==> config.mk <==
export PLATFORM = sky130hd
export DESIGN_NAME = song_seq_flat
export DESIGN_NICKNAME = d
export VERILOG_FILES = /design/src/rtl/song_seq_if.sv /design/src/rtl/song_seq.sv /design/src/flat_wrapper.sv
export SDC_FILE = /design/constraint.sdc
export NUM_CORES = 1
export LEC_CHECK = 0
export ABC_CLOCK_PERIOD_IN_PS = 2900
export CORE_MARGIN = 4
export CORE_UTILIZATION = 50
export CTS_BUF_LIST = sky130_fd_sc_hd__clkbuf_16
export DETAILED_ROUTE_END_ITERATION = 10
export GPL_TIMING_DRIVEN = 0
export PLACE_DENSITY = 0.82
export SLEW_MARGIN = 0
export SYNTH_ARGS = -nofsm -noshare
export SYNTH_HDL_FRONTEND = slang
export SYNTH_SLANG_ARGS = --single-unit
==> constraint.sdc <==
create_clock -name clk -period 2.9 [get_ports clk]
set_clock_uncertainty 0.05 [all_clocks]
set_input_delay 0.58 -clock clk [delete_from_list [all_inputs] [get_ports clk]]
set_output_delay 0.58 -clock clk [all_outputs]
set_load 0.005 [all_outputs]
==> src/rtl/song_seq_if.sv <==
// song_seq_if: synchronous song ROM bus; the sequencer drives the address, the ROM answers one cycle later
interface song_seq_if #(
  parameter int ROM_AW = 8,
  parameter int NOTE_W = 6,
  parameter int DUR_W  = 4
);
  logic [ROM_AW-1:0]         rom_addr;
  logic [2*NOTE_W+DUR_W-1:0] rom_data;
  modport master (output rom_addr, input rom_data);
  modport slave  (input rom_addr, output rom_data);
endinterface

==> src/rtl/song_seq.sv <==
// song_seq: tempo-driven song ROM walker feeding note codes to two buzzers.
// Define SONG_LOOP_EN to restart the song from address 0 after its end marker.
module song_seq #(
  parameter int ROM_AW = 8,
  parameter int NOTE_W = 6,
  parameter int DUR_W  = 4
) (
  input  logic              clk,
  input  logic              rst,
  input  logic              tempo,
  input  logic              play,
  song_seq_if.master        rom,
  output logic [NOTE_W-1:0] note0,
  output logic [NOTE_W-1:0] note1,
  output logic              step,
  output logic              busy,
  output logic              done
);
  typedef enum logic [2:0] {S_IDLE, S_FETCH, S_LOAD, S_PLAY, S_END} state_t;
  state_t             state, state_n;
  logic [ROM_AW-1:0]  addr, addr_n;
  logic [NOTE_W-1:0]  f0, f1, f0_n, f1_n, note0_n, note1_n, rd_n0, rd_n1;
  logic [DUR_W-1:0]   cnt, cnt_n, dlen, dlen_n, rd_dur;
  logic               tempo_q, tick, armed, armed_n, gap, hold;
  assign {rd_n0, rd_n1, rd_dur} = rom.rom_data;
  assign tick = tempo & ~tempo_q;
  assign rom.rom_addr = addr;
  always_comb begin
    state_n = state;
    addr_n  = addr;
    cnt_n   = cnt;
    dlen_n  = dlen;
    f0_n    = f0;
    f1_n    = f1;
    armed_n = armed;
    case (state)
      S_IDLE: begin
        armed_n = armed | ~play;
        if (play && armed) begin
          state_n = S_FETCH;
          armed_n = 1'b0;
        end
      end
      S_FETCH: state_n = S_LOAD;
      S_LOAD: begin
        if (rd_dur == '0) state_n = S_END;
        else begin
          state_n = S_PLAY;
          f0_n    = rd_n0;
          f1_n    = rd_n1;
          cnt_n   = rd_dur;
          dlen_n  = rd_dur;
        end
      end
      S_PLAY: begin
        if (tick) begin
          cnt_n = cnt - DUR_W'(1);
          if (cnt == DUR_W'(1)) begin
            state_n = S_FETCH;
            addr_n  = addr + ROM_AW'(1);
          end
        end
      end
      S_END:
`ifdef SONG_LOOP_EN
        state_n = play ? S_FETCH : S_IDLE;
`else
        state_n = S_IDLE;
`endif
      default: state_n = S_IDLE;
    endcase
    if (state != S_IDLE && !play) state_n = S_IDLE;
    if (state_n == S_IDLE || state_n == S_END) begin
      addr_n = '0;
      cnt_n  = '0;
      dlen_n = '0;
    end
    // last tick of a multi-tick note is silent so repeated notes stay distinct
    gap     = cnt_n == DUR_W'(1) && dlen_n >= DUR_W'(2);
    hold    = state_n == S_FETCH || state_n == S_LOAD;
    note0_n = hold ? note0 : (state_n == S_PLAY && !gap) ? f0_n : '0;
    note1_n = hold ? note1 : (state_n == S_PLAY && !gap) ? f1_n : '0;
  end
  always_ff @(posedge clk or posedge rst) begin
    if (rst) begin
      state   <= S_IDLE;
      addr    <= '0;
      cnt     <= '0;
      dlen    <= '0;
      f0      <= '0;
      f1      <= '0;
      note0   <= '0;
      note1   <= '0;
      step    <= 1'b0;
      done    <= 1'b0;
      busy    <= 1'b0;
      tempo_q <= 1'b0;
      armed   <= 1'b1;
    end else begin
      state   <= state_n;
      addr    <= addr_n;
      cnt     <= cnt_n;
      dlen    <= dlen_n;
      f0      <= f0_n;
      f1      <= f1_n;
      note0   <= note0_n;
      note1   <= note1_n;
      step    <= state == S_LOAD && state_n == S_PLAY;
      done    <= state_n == S_END;
      busy    <= state_n != S_IDLE;
      tempo_q <= tempo;
      armed   <= armed_n;
    end
  end
endmodule

==> src/flat_wrapper.sv <==
// flat-port wrapper written by rule: the top's interface ports become plain ports
module song_seq_flat 
#(
  parameter int ROM_AW = 8,
  parameter int NOTE_W = 6,
  parameter int DUR_W  = 4
)
  (clk, rst, tempo, play, note0, note1, step, busy, done, rom_rom_addr, rom_rom_data);
  song_seq_if #(.ROM_AW(ROM_AW), .NOTE_W(NOTE_W), .DUR_W(DUR_W)) rom_i ();
  input  logic clk;
  input  logic rst;
  input  logic tempo;
  input  logic play;
  output logic [NOTE_W-1:0] note0;
  output logic [NOTE_W-1:0] note1;
  output logic step;
  output logic busy;
  output logic done;
  output wire logic [$bits(rom_i.rom_addr)-1:0] rom_rom_addr;
  input wire logic [$bits(rom_i.rom_data)-1:0] rom_rom_data;
  assign rom_rom_addr = rom_i.rom_addr;
  assign rom_i.rom_data = rom_rom_data;
  song_seq #(.ROM_AW(ROM_AW), .NOTE_W(NOTE_W), .DUR_W(DUR_W)) u_core (.clk(clk), .rst(rst), .tempo(tempo), .play(play), .rom(rom_i), .note0(note0), .note1(note1), .step(step), .busy(busy), .done(done));
endmodule
==> run_results.csv <==
group,metric,value,unit
status,run_status,"finished, final reports clean",
clock_tree,numCtsBuffers,5,
worst_setup_path,path_delay_family,"buffers and inverters",
timing,setup_viol,0,
global_routing,grt_max_degree,25,
floorplan,initial_core_util,0.516,
synthesis,yosys.area.top_type_share,0.469,
worst_setup_path,path_buf_inv,3,
placement,dp_slack,-0.150,ns
worst_setup_path,worstSetupPathType,"in2reg",
floorplan,die_x,78.1,µm
timing,maxSlewHeadroom,0.533,
timing,hold_viol,0,
synthesis,yosys_warnings,0,
job,maxCapViolations,0,
worst_setup_path,critical_path.max_stage_delay,0.53,ns
placement,place.gp.congestion,0.902,
synthesis,synth-seq-cells,47,
route,drt_iter0_drc,227,
layout,diodes,0,
worst_setup_path,end_kind,"register",
synthesis,ys_seq_area_frac,0.480,
route,ant_nets,0,
worst_setup_path,path_cells,"clkdlybuf4s50_1, or4_1, clkbuf_1, o211ai_1, clkbuf_2, a211oi_1, o31ai_1, nand3_1",
layout,fin_util,0.661,
layout,seq_area,1180,µm²
worst_setup_path,startpoint_type,"primary input",
worst_setup_path,crit_arrival,2.83,ns
power_and_ir_drop,p_seq_frac,0.403,
route,drt-total-wl,5.89,mm
placement,place_hpwl,4.35,mm
synthesis,ys.flop_type,"dfrtp_1",
clock_tree,clock_sink_count,47,
power_and_ir_drop,p_sw_frac,0.348,
synthesis,yosysUniqueCellTypes,45,
timing,drv_slew,0,
timing,max_freq,0.367,GHz
power_and_ir_drop,leakagePower,1.35,nW
synthesis,async_flop_share,1.00,
clock_tree,clockBufferDepth,2,
global_routing,antenna_found_initial,0,
global_routing,track_usage,0.214,
placement,io_buffers,42,
power_and_ir_drop,ir_drop,0.367,mV
floorplan,num_rows,25,
worst_setup_path,crit_required,3.01,ns
global_routing,first_global_vias,2158,
route,routed_via_density,5.67,
hold_path,hold_path.class,"reg2reg",
floorplan,fp.dieH,78.1,µm
synthesis,yosysTopAreaCell,"dfrtp_1",
floorplan,num_io_pins,43,
layout,multi_input_area,1160,µm²
synthesis,syn_area_per_cell,8.99,µm²
power_and_ir_drop,switching_power,0.770,mW
clock_tree,htreeDepth,2,
power_and_ir_drop,power,2.21,mW
layout,n_fill_cell,412,
synthesis,synth_edf_count,0,
layout,fin_nets,346,
layout,drive_above_1_share,0.0836,
floorplan,dieArea,6090,µm²
global_routing,grt_pass1_wl,10.3,mm
synthesis,synth.area.top_cells,"dfrtp_1 47%, nand3_1 5.5%, nand2_1 5.2%, a211oi_1 3.7%, o31ai_1 3.7%",
clock_tree,cts_tree,"done",
clock_tree,cts_root_buf,"clkbuf_16",
worst_setup_path,crit_slowest_cell,"or4_1",
timing,setup_slack,0.176,ns
timing,tightestPinTransition,0.697,ns
global_routing,gr-total-overflow,0,
clock_tree,cts_setup_buffers,0,
synthesis,synth.net_count,296,
clock_tree,clkSlewWorstSetupHoldPaths,0.06,ns
timing,rsz0062_at_grt,"no",
power_and_ir_drop,clkPwrFrac,0.243,
floorplan,core,4750,µm²
route,drc_errors,0,
power_and_ir_drop,intPower,1.44,mW
synthesis,syn_area,2450,µm²
worst_setup_path,cp_max_fo,10,
layout,areaGrowthSynthToFinish,27.9,%
power_and_ir_drop,p_per_area,704,nW/µm²
power_and_ir_drop,combinationalPowerShare,0.354,
timing,fin_crit_sh,0.939,
timing,min_period,2.72,ns
clock_tree,insertion_delay,0.28,ns
synthesis,synth_cells,273,
route,wire_per_inst,15.1,µm
route,drt_first_pass_iters,4,
route,num_vias,2213,
## cells in the mapped netlist (2+ instances only)
library cell / number
nor2_1: 17
o21ai_0: 14
inv_1: 8
o221ai_1: 3
buf_2: 6
a31oi_1: 2
inv_2: 2
nand2_1: 34
nand3_1: 27
buf_6: 2
and3_1: 2
nand4_1: 4
nand2b_1: 3
o21ai_1: 15
and2b_1: 2
o31ai_1: 12
nor2b_1: 6
a211oi_1: 12
xnor2_1: 5
ha_1: 3
dfrtp_1: 46
a21oi_1: 9
clkbuf_1: 12
nor3_1: 6
## timing repair
item | CTS | global route
gates resized for setup | 0 | 7
endpoints found under the setup margin | 0 | 17
hold buffers | 0 | 0
## worst min-delay path, stage by stage (launching register included)
cell and delay (ns):
dfrtp_1 0.34, nand2_1 0.05, nand3_1 0.05
## cells in the final DEF (no fill, tap or decap), types with 2 or more instances in the layout
cell             netlist  layout
dfrtp_1               46      46
clkdlybuf4s50_1        0      42
nand2_1               34      34
nand3_1               27      27
nor2_1                17      17
o21ai_1               15      14
o21ai_0               14      14
o31ai_1               12      12
clkbuf_1              12      10
a211oi_1              12      10
a21oi_1                9       9
inv_1                  8       7
nor2b_1                6       6
buf_2                  6       6
nor3_1                 6       6
xnor2_1                5       5
clkbuf_16              0       5
nand4_1                4       4
inv_2                  2       3
o221ai_1               3       3
nand2b_1               3       3
ha_1                   3       3
nor3b_2                1       2
and3_1                 2       2
buf_6                  2       2
and2b_1                2       2
a211oi_2               0       2
a31oi_1                2       2
## stage by stage
stage | std cells | setup TNS, ns | area [µm²] | hold slack [ns]
after CTS | 390 | 0 | 3120 | 0.442
after global routing | 390 | 0 | 3140 | 0.465
after detailed placement | 383 | -1.44 | 2990 | 0.415
after global placement | 382 | -1.42 | 2960 | 0.423
final | 390 | 0 | 3140 | 0.432
after floorplan | 273 | 0 | 2450 | 0.404
## layout make-up
class,count,area share
well taps,67,0.0267
repair buffers,43,0.143
multi-input cells,196,0.370
flip-flops and latches,47,0.375
plain buffers,20,0.0315
inverters,10,0.0120
clock buffers,5,0.0398
clock inverters,2,0.00279
## metal layers
layer  GRT usage  up-vias  share of wire
met1       0.283     1057           0.44
met5           0        -              0
met4      0.0717        0          0.020
met3      0.0436       12          0.047
li1            -     1074              -
met2       0.353       70           0.49
## logic make-up after synthesis
kind of cell	after synthesis	share of synthesized area
buf+inv	30	0.0550
simple gates	113	0.231
flops	47	0.480
xor+xnor	6	0.0214
fa+ha+maj	3	0.0153
compound gates	74	0.198
## state kept, by name, summed over array words and instances (netlist names)
register             cells
u_core.step              1
u_core.cnt               4
u_core.tempo_q           1
u_core.f0                6
u_core.done              1
u_core.rom.rom_addr      8
u_core.busy              1
u_core.armed             1
u_core.note1             6
u_core.state             3
u_core.dlen              3
u_core.f1                6
u_core.note0             6
## power groups by stage
| stage | clock network, mW | registers, mW | logic (mW) |
|---|---|---|---|
| 3_5_place_dp | 0 | 0.902 | 0.763 |
| 2_1_floorplan | 0 | 0.885 | 0.494 |
| 5_1_grt | 0.582 | 0.909 | 0.872 |
| 4_1_cts | 0.548 | 0.890 | 0.771 |
| 6_report | 0.537 | 0.892 | 0.782 |
| 3_3_place_gp | 0 | 0.896 | 0.735 |
## worst paths after layout
kind,startpoint,to,slack (ns),cells past startpoint
min in group asynchronous,rst,u_core.note1[4],0.61,2
max,rom_rom_data[1],u_core.note1[1],0.18,8
max in group asynchronous,rst,u_core.busy,1.70,3
min reg2reg,u_core.note1[5],u_core.note1[5],0.43,2
min,u_core.note1[5],u_core.note1[5],0.43,2
max reg2reg,u_core.state[0],u_core.note1[2],0.43,7
(Power assumes the default switching activity.)
